### config.mk
export PLATFORM = sky130hd
export DESIGN_NAME = window_3x3_stream_ctrl
export DESIGN_NICKNAME = d
export VERILOG_FILES = /design/src/rtl/window_3x3_stream_ctrl.sv
export SDC_FILE = /design/constraint.sdc
export NUM_CORES = 1
export LEC_CHECK = 0
export BUFFER_PORTS_ARGS = -buffer_cell sky130_fd_sc_hd__buf_2
export CAP_MARGIN = 10
export CORE_AREA = 5 5 80 82
export CTS_CLUSTER_DIAMETER = 60
export DETAILED_ROUTE_END_ITERATION = 6
export DIE_AREA = 0 0 85 87
export GPL_TIMING_DRIVEN = 1
export PLACE_DENSITY = 0.73
export SLEW_MARGIN = 20
export SYNTH_ARGS = -nofsm -noshare
export SYNTH_HDL_FRONTEND = slang
export SYNTH_SLANG_ARGS = --single-unit
### constraint.sdc
create_clock -name clk -period 1.86 [get_ports clk]
set_clock_uncertainty 0.1 [all_clocks]
set_input_delay 0.186 -clock clk [delete_from_list [all_inputs] [get_ports clk]]
set_output_delay 0.186 -clock clk [all_outputs]
set_load 0.05 [all_outputs]
### src/rtl/window_3x3_stream_ctrl.sv
// Sequencing controller for the 3x3 window datapath: accepts one column triple per
// cycle, tags complete windows with their (row, col) position and flags frame completion.
//
// state  | meaning
// IDLE   | waiting for start_i
// RUN    | accepting columns, tagging windows
// FLUSH  | two cycles draining the tag pipeline
// DONE   | one-cycle frame_done_o pulse
module window_3x3_stream_ctrl #(
  parameter int COLS = 5,
  parameter int ROWS = 5
) (
  input  logic       clk,
  input  logic       rst,
  input  logic       start_i,
  input  logic       valid_i,
  output logic       ready_o,
  output logic       count_en_o,
  output logic       win_valid_o,
  output logic [9:0] win_col_o,
  output logic [9:0] win_row_o,
  output logic       row_end_o,
  output logic       frame_done_o,
  output logic       busy_o,
  output logic       err_o
);

  typedef enum logic [1:0] {S_IDLE, S_RUN, S_FLUSH, S_DONE} state_t;

  localparam logic [9:0] COL_LAST = 10'(COLS - 1);
  localparam logic [9:0] ROW_LAST = 10'(ROWS - 3);

  state_t     state_q, state_d;
  logic [9:0] col_cnt_q, col_cnt_d;
  logic [9:0] row_cnt_q, row_cnt_d;
  logic [1:0] run_q, run_d;
  logic       flush_cnt_q, flush_cnt_d;
  logic       err_q, err_d;

  logic       accept;
  logic       tag;
  logic       tag_last;
  logic [9:0] tag_col;
  logic [9:0] tag_row;

  logic       s1_valid_q, s1_last_q, s2_valid_q, s2_last_q;
  logic [9:0] s1_col_q, s1_row_q, s2_col_q, s2_row_q;

  always_comb begin
    state_d     = state_q;
    col_cnt_d   = col_cnt_q;
    row_cnt_d   = row_cnt_q;
    run_d       = run_q;
    flush_cnt_d = flush_cnt_q;
    err_d       = err_q;

    accept   = (state_q == S_RUN) && valid_i;
    // run is checked before its increment so a window needs three contiguous columns
    tag      = accept && (col_cnt_q >= 10'd2) && (run_q >= 2'd2);
    tag_col  = tag ? (col_cnt_q - 10'd2) : '0;
    tag_row  = tag ? row_cnt_q : '0;
    tag_last = tag && (col_cnt_q == COL_LAST);

    case (state_q)
      S_IDLE: begin
        if (start_i) begin
          state_d   = S_RUN;
          col_cnt_d = '0;
          row_cnt_d = '0;
          run_d     = '0;
          err_d     = 1'b0;
        end
      end
      S_RUN: begin
        if (valid_i) begin
          if (col_cnt_q == COL_LAST) begin
            col_cnt_d = '0;
            run_d     = '0;
            if (row_cnt_q == ROW_LAST) begin
              state_d     = S_FLUSH;
              flush_cnt_d = 1'b1;
            end else begin
              row_cnt_d = row_cnt_q + 10'd1;
            end
          end else begin
            col_cnt_d = col_cnt_q + 10'd1;
            run_d     = (run_q == 2'd3) ? 2'd3 : run_q + 2'd1;
          end
        end else if (col_cnt_q != '0) begin
          err_d = 1'b1;
          run_d = '0;
        end
      end
      S_FLUSH: begin
        if (flush_cnt_q == 1'b0) state_d = S_DONE;
        else flush_cnt_d = flush_cnt_q - 1'b1;
      end
      S_DONE: state_d = S_IDLE;
      default: state_d = S_IDLE;
    endcase
  end

  always_ff @(posedge clk) begin
    if (rst) begin
      state_q     <= S_IDLE;
      col_cnt_q   <= '0;
      row_cnt_q   <= '0;
      run_q       <= '0;
      flush_cnt_q <= 1'b0;
      err_q       <= 1'b0;
      s1_valid_q  <= 1'b0;
      s1_last_q   <= 1'b0;
      s1_col_q    <= '0;
      s1_row_q    <= '0;
      s2_valid_q  <= 1'b0;
      s2_last_q   <= 1'b0;
      s2_col_q    <= '0;
      s2_row_q    <= '0;
    end else begin
      state_q     <= state_d;
      col_cnt_q   <= col_cnt_d;
      row_cnt_q   <= row_cnt_d;
      run_q       <= run_d;
      flush_cnt_q <= flush_cnt_d;
      err_q       <= err_d;
      s1_valid_q  <= tag;
      s1_last_q   <= tag_last;
      s1_col_q    <= tag_col;
      s1_row_q    <= tag_row;
      s2_valid_q  <= s1_valid_q;
      s2_last_q   <= s1_last_q;
      s2_col_q    <= s1_col_q;
      s2_row_q    <= s1_row_q;
    end
  end

  assign ready_o      = (state_q == S_RUN);
  assign count_en_o   = accept;
  assign win_valid_o  = s2_valid_q;
  assign win_col_o    = s2_col_q;
  assign win_row_o    = s2_row_q;
  assign row_end_o    = s2_last_q;
  assign frame_done_o = (state_q == S_DONE);
  assign busy_o       = (state_q != S_IDLE);
  assign err_o        = err_q;

endmodule

### Word level (Yosys, flattened, before mapping)

Index checks and enable logic that the tools add are counted.

| operators by class | value |
|---|---|
| add/sub/neg operators | 5 |
| $mul | 0 |
| div/mod/pow operators | 0 |
| magnitude comparators | 2 |
| equal/unequal tests | 15 |
| shifts and indexed selects | 0 |
| multiplexer cells | 29 |
| bitwise logic cells | 1 |
| reduce and logical (&&, ||, !) cells | 16 |

Operator list:

| cell | count |
|---|---|
| 10-bit 2-to-1 mux | 6 |
| 10-bit case mux with 2 select lines | 2 |
| 10-bit by 1-bit adder with 10-bit output (second input constant) | 2 |
| 2-bit 2-to-1 mux | 10 |
| 10-bit by 2-bit == test with 1-bit output (second input constant) | 1 |
| 10-bit by 3-bit == test with 1-bit output (second input constant) | 1 |
| 10-bit by 2-bit greater-or-equal comparator with 1-bit output (second input constant) | 1 |
| 2-bit != test (second input constant) | 5 |
| 5-bit AND reduction | 2 |
| 10-bit nonzero test | 1 |
| 10-bit by 2-bit subtractor with 10-bit output (second input constant) | 1 |
| 2-bit case mux with 4 select lines | 1 |
| 4-bit AND reduction | 2 |
| 1-bit 2-to-1 mux | 7 |
| 2-bit == test (second input constant) | 3 |
| 2-bit by 1-bit != test with 1-bit output (second input constant) | 3 |
| 3-bit AND reduction | 2 |
| 2-bit nonzero test | 3 |
| 1-bit logical AND | 4 |
| 1-bit case mux with 2 select lines | 2 |
| 2-bit case mux with 2 select lines | 1 |
| 3-bit by 2-bit != test with 1-bit output (second input constant) | 1 |
| 2-bit by 1-bit adder with 2-bit output (second input constant) | 1 |
| 2-bit by 1-bit == test with 1-bit output (second input constant) | 1 |
| other kinds (5) | 5 |

| word-level totals | value |
|---|---|
| bits in registers | 70 |
| latch bits | 0 |
| memory bits (writable) | 0 |
| bits in read-only memories | 0 |
| input port bits | 4 |
| memories kept | 0 |

### Depth between registers and ports, before layout

Gate-level depths: netlist of the first run.

| depth | value |
|---|---|
| word-level depth | 6 |
| gate-level depth with buffers | 8 |

### Least setup slack after synthesis of the first run

No wires, ideal clock.

| timing | value |
|---|---|
| path type | reg2reg |
| start point | reg state_q[1] |
| end point | reg row_cnt_q[5] |
| setup time | 101 ps |
| arrival | 2,235 ps |
| data required time | 1,659 ps |
| setup slack | -576 ps |
| stages on the path, launching flop included | 9 |
| period minus slack after synthesis | 2,436 ps |
| cells stage by stage | dfxtp_1 > inv_1 > ha_1 > nand2_1 > inv_1 > and2_2 > nor3b_2 > o21ai_2 > o41ai_1 |

| between the ends | value |
|---|---|
| longest elaborated chain between the ends | 3 |
| elaborated cells on any way between the ends | 9 |
| those cells by class | eq/ne: 5; mux: 1; reduce/logical: 3 |

RTL lines:

| element | line | RTL |
|---|---|---|
| start: declaration | 33 | `state_t state_q, state_d;` |
| start signal: assignment | 120 | `state_q <= state_d;` |
| 2-bit by 1-bit == test with 1-bit output (*) | - |  |
| via ready_o | 17 | `output logic ready_o,` |
| 2-bit != test (no source line) (tied with other cells) | - |  |
| 5-bit AND reduction (no source line) | - |  |
| end signal: assignment | 122 | `row_cnt_q <= row_cnt_d;` |
| end: declaration | 35 | `logic [9:0] row_cnt_q, row_cnt_d;` |

Mark *: on every way through the listed nets, which the timed path passes. The rest lies on a longest branch.
A chain may end at the register's enable or synchronous reset.

### Worst setup path in the final report of the first run

| timing | value |
|---|---|
| start point | reg state_q[0] |
| end point | reg row_cnt_q[5] |

| between the ends | value |
|---|---|
| longest elaborated chain between the ends | 3 |
| elaborated cells on any way between the ends | 9 |
| those cells by class | eq/ne: 5; mux: 1; reduce/logical: 3 |

RTL lines:

| element | line | RTL |
|---|---|---|
| 2-bit by 1-bit == test with 1-bit output or 2-bit logical NOT (tied branches) | 64 | `case (state_q)` |
| 2-bit != test (no source line) (tied with other cells) | - |  |
| 5-bit AND reduction (no source line) | - |  |

Parallel ways exist; a longest one is shown, timed or not.

==> results of run 1 <==
==> stage by stage <==
step           std cells  cell area [um^2]
2_1_floorplan        285              2860
3_3_place_gp         418              3330
3_5_place_dp         418              3330
4_1_cts              433              3490
5_1_grt              439              3630
6_report             439              3630
==> synthesized netlist by cell type, types with 5 or more instances <==
master / count
ha_1: 12
dfxtp_1: 70
and2_1: 11
inv_1: 10
xnor2_1: 8
clkbuf_1: 5
nand2b_1: 8
nor2_1: 32
o21ai_0: 13
nand2_1: 16
nor3_1: 9
nand3_1: 6
nor2b_1: 24
a21oi_1: 5
xor2_1: 7
nand4_1: 5
==> repair_timing <==
item | 4_1_cts | 5_1_grt
gates resized for setup | 0 | 36
setup endpoints to repair | 0 | 30
setup buffers | 0 | 5
hold buffers | 0 | 0
==> path summary, 6_finish.rpt <==
kind | end | slack, ps | cells past startpoint
max | row_cnt_q[5] | 10 | 8
min | state_q[0] | 130 | 3
max reg2reg | row_cnt_q[5] | 10 | 8
min reg2reg | win_row_o[5] | 340 | 1
==> layer usage <==
layer	global-route usage	part of all wire	wire (um)	vias to the layer above
li1	-	-	-	1102
met4	0.0964	0.028	166	0
met1	0.195	0.44	2560	1024
met5	0	0	0	-
met3	0.0360	0.048	280	16
met2	0.282	0.49	2870	54
==> layout make-up <==
cell class | instances | area (um^2)
Clock buffer | 9 | 124
Clock inverter | 6 | 38.8
Fill cell | 470 | 2040
Inverter | 11 | 50.0
Multi-Input combinational cell | 195 | 1420
Sequential cell | 70 | 1410
Tap cell | 75 | 93.8
Timing Repair Buffer | 73 | 497
==> worst max-delay path, delay by kind of cell (launching register included) <==
family | cells | cell delay, ps
mux | 1 | 160
flops | 1 | 360
buf+inv | 2 | 280
fa+ha+maj | 1 | 180
compound gates | 3 | 390
simple gates | 1 | 270
==> cell families after synthesis <==
kind of cell,Yosys count
and+or+nand+nor,131
DFF,70
AOI/OAI and AO/OA,33
buffers and inverters,20
xor gates and xnor gates,15
adders and majority gates,12
muxes,4
==> where the power goes <==
| part | leakage (nW) | switching [mW] | total [mW] | internal [mW] |
|---|---|---|---|---|
| Clock | 0.0813 | 0.565 | 1.04 | 0.473 |
| Combinational | 0.959 | 0.568 | 1.00 | 0.436 |
| Sequential | 0.567 | 0.0276 | 1.56 | 1.53 |
| Total | 1.61 | 1.16 | 3.60 | 2.44 |
==> state kept, by name, indices dropped and copies added (netlist names), 2 cells and up <==
register and cells:
run_q 2, row_cnt_q 10, win_row_o 10, state_q 2
s1_row_q 10, s1_col_q 10, col_cnt_q 10, win_col_o 10
==> results.toml, run 1 <==
[run_status]
status = "completed"

[yosys]
ys_seq_area_frac = 0.499
synth_compound_gate_area_share = 0.0794
synth_top_area_share = 0.499
yosys_warnings = 0
ys_ff_latch = 70
synth_top_area_cell = "dfxtp_1"
synthAdderAreaFrac = 0.0535
async_flop_share = 0
syn_area_um2 = 2810
synth.area.mux_share = 0.0147
synthSimpleGateAreaFrac = 0.269
synth_xor_area_frac = 0.0468
syn_inst = 285
synth-edff-count = 0
yosysUniqueCellTypes = 47
synth.net_count = 301
synth_top_family_by_area = "simple AND/OR/NAND/NOR gates"
synth_flop_cell = "dfxtp_1"
synth.avg_cell_area_um2 = 9.85
synth.area.top_cells = "dfxtp_1 50%, ha_1 5.3%, nor2b_1 5.3%, nor2_1 4.3%, xnor2_1 2.5%"

[setup_path]
crit_path_start = "state_q[0]"
crit_chain = "buf_6, ha_4, mux2i_4, and4b_2, a211oi_4, buf_6, o21ai_2, o41ai_2"
slowest_delay_ps = 360
path_common_cell = "buf_6"
cp_max_fo = 6
required_ps = 2010
crit_slowest_cell = "dfxtp_4"
worstPathArrival_ps = 2000
setup.worst_path.class = "reg -> reg"
r2r-start = "state_q[0]"
worst_setup_path_start_kind = "flip-flop"
crit_path_end_kind = "flip-flop"

[route]
drc = 0
vias = 2196
wl_per_cell_um = 13.4
ant_nets = 0
routed_via_density = 5.00
drt_iter0_drc = 123
firstDrtPassIters = 4
wl_um = 5870

[timing]
fmax_mhz = 541
final.setup.tns_ps = 0
worst_slew_pin_slew_ps = 351
slew_headroom = 0.766
timing.hold.ws_ps = 126
final_max_slew_viol_count = 0
finalSetupViolCount = 0
final.min_clock_period_ps = 1850
finalCritPeriodShare = 0.994
hold_viol = 0
fin_ws_ps = 10.3
rsz0062_at_grt = "yes"

[hold_path]
hold_path_class = "in -> reg"
min_from = "rst"

[die]
fp-row-count = 28
initial_core_util = 0.494
core-area_um2 = 5680
die_area_um2 = 7400
ios = 31
dieHeight_um = 87
die_x_um = 85

[layout]
layout_common_cells = "65 x dfxtp_1, 39 x buf_4, 30 x nor2_1, 30 x buf_2, 24 x nor2b_1"
num_antenna_cells = 0
final_common_cell = "dfxtp_1"
num-nets-final = 376
drive_above_1_share = 0.357
synthToLayoutAreaGrowth_pct = 29.4
final_util = 0.640

[placed_design]
dp_slack_ps = 33.4
io_buffers = 30
place_hpwl_um = 4070
gp_congestion = 0.909

[grt]
grt_pass1_vias = 2134
grt_antenna_before_repair = 0
grt_max_degree = 32
grt_use_total = 0.167
overflow = 0
grt_first_pass_wirelength_um = 9580

[pwr]
p_total_mw = 3.60
ir_drop_uv = 801
leakage_nw = 1.61
p_per_area_nw_per_um2 = 992

[cts]
htree_num_levels = 3
clockBufferDepth = 2
numCtsBuffers = 9
clk_pin_slew_ps = 70
tritoncts = "yes"
cts_sinks = 70
insertion_delay_ps = 340
clock-root-buffer = "clkbuf_8"

[run]
maxCapViolations = 0
(Power assumes the default switching activity.)
==> run 2, diff against run 1 <==
- CORE_AREA: 5 5 80 82 -> 5 5 90 92
- DIE_AREA: 0 0 85 87 -> 0 0 95 97
- PLACE_DENSITY: 0.73 -> 0.59
- RECOVER_POWER: unset -> 25
==> results.toml, run 2 (synthesis gave the netlist of run 1 again) <==
[setup_path]
worstPathArrival_ps = 1990
crit_slowest_cell = "dfxtp_2"
slowest_delay_ps = 340
cp.buffers_inverters = 2
worst_setup_path_start_kind = "flip-flop"
cp_max_fo = 10
crit_chain = "inv_4, ha_4, mux2i_4, and4b_2, a211oi_4, buf_6, o21ai_0, o31ai_1"
setup.worst_path.class = "reg -> reg"
required_ps = 2020
crit_family = "compound AO/OA/AOI/OAI gates"
crit_path_end_kind = "flip-flop"

[timing]
final.setup.tns_ps = 0
hold_viol = 0
finalCritPeriodShare = 0.986
finalSetupViolCount = 0
final.min_clock_period_ps = 1830
fmax_mhz = 545
rsz0062_at_grt = "yes"
slew_headroom = 0.776
final_max_slew_viol_count = 0
worst_slew_pin_slew_ps = 334

[pwr]
p_total_mw = 3.91
p_per_area_nw_per_um2 = 1050
leakage_nw = 1.65
ir_drop_uv = 577

[route]
ant_nets = 0
routed_via_density = 4.57
wl_per_cell_um = 12.2
drt_iter0_drc = 66
drc = 0
firstDrtPassIters = 4
vias = 2136
wl_um = 5720

[run]
maxCapViolations = 0

[cts]
htree_num_levels = 3
cts.hold.buffers_added = 0
insertion_delay_ps = 350
cts_sinks = 70
clockBufferDepth = 2
numCtsBuffers = 9
clock-root-buffer = "clkbuf_8"
clk_pin_slew_ps = 80
tritoncts = "yes"

[die]
ios = 31
dieHeight_um = 97
die_x_um = 95
core-area_um2 = 7140
fp-row-count = 31
initial_core_util = 0.393
die_area_um2 = 9220

[layout]
drive_above_1_share = 0.351
layout_common_cells = "65 x dfxtp_1, 42 x buf_4, 30 x nor2_1"
final_common_cell = "dfxtp_1"
fillers = 663
num-nets-final = 379
synthToLayoutAreaGrowth_pct = 33.1
num_antenna_cells = 0

[hold_path]
hold_path_class = "in -> reg"

[grt]
grt_first_pass_wirelength_um = 9850
grt_pass1_vias = 2152
grt_antenna_before_repair = 0
grt_use_total = 0.136
overflow = 0
grt_max_degree = 38

[placed_design]
io_buffers = 30
place_hpwl_um = 4110
gp_congestion = 0.825

[run_status]
status = "completed"
-- run 2: cell count changes in the layout (fill, tap and decap cells not counted), moves of 2 or more --
cell        before  now
clkinv_2         3    0
o21ai_0          4    8
o21ai_2          5    1
inv_6            1    3
clkinvlp_4       3    1
clkinv_4         0    2
buf_4           39   42
bufinv_16        0    2
-- run 2: final cells by class --
class	count	area, um^2	area share
Clock buffer	9	124	0.0332
Clock inverter	7	104	0.0278
Inverter	11	47.5	0.0127
Multi-Input combinational cell	196	1420	0.380
Sequential cell	70	1410	0.377
Tap cell	99	124	0.0332
Timing Repair Buffer	75	510	0.137
-- run 2: metrics by stage --
stage | hold slack, ps | setup WS (ps) | cells | util | instance area, um^2
global route | 130 | -76.7 | 467 | 0.523 | 3740
detailed placement | 321 | 44.4 | 447 | 0.476 | 3400
CTS | 118 | 7.54 | 463 | 0.508 | 3630
global placement | 314 | 81.8 | 447 | 0.476 | 3400
finish | 119 | 25.5 | 467 | 0.523 | 3740
floorplan | 305 | -3.45 | 285 | - | 2860
-- run 2: final timing paths --
| check | start | to | slack, ps | cells after the start |
|---|---|---|---|---|
| worst max-delay path | state_q[1] | row_cnt_q[3] | 30 | 8 |
| worst min-delay path | rst | s1_row_q[0] | 120 | 3 |
| worst max register to register | state_q[1] | row_cnt_q[3] | 30 | 8 |
| worst min register to register | s1_col_q[5] | win_col_o[5] | 340 | 1 |
-- run 2: layer usage --
metal  vias to the layer above  share of wire  GRT usage
li1                       1107              -          -
met2                        47           0.48      0.219
met1                       972           0.46      0.166
met4                         0          0.022     0.0666
met3                        10          0.044     0.0334
met5                         -              0          0
-- run 2: worst reg2reg max path, delay by kind of cell, from the launching register on --
family,cells,cell delay (ps)
muxes,1,250
DFF,1,340
buffers and inverters,2,250
AOI/OAI and AO/OA,3,370
adders and majority gates,1,160
and+or+nand+nor,1,270
-- run 2: power by group --
part	internal (mW)	leakage, nW	switching [mW]
registers	1.53	0.566	0.0219
clock network	0.773	0.115	0.614
logic	0.418	0.970	0.551
-- run 2: repair_timing --
item | 4_1_cts | 5_1_grt
buffers inserted | 0 | 3
hold endpoints to repair | 0 | 0
setup endpoints to repair | 0 | 24
resized for setup | 0 | 27
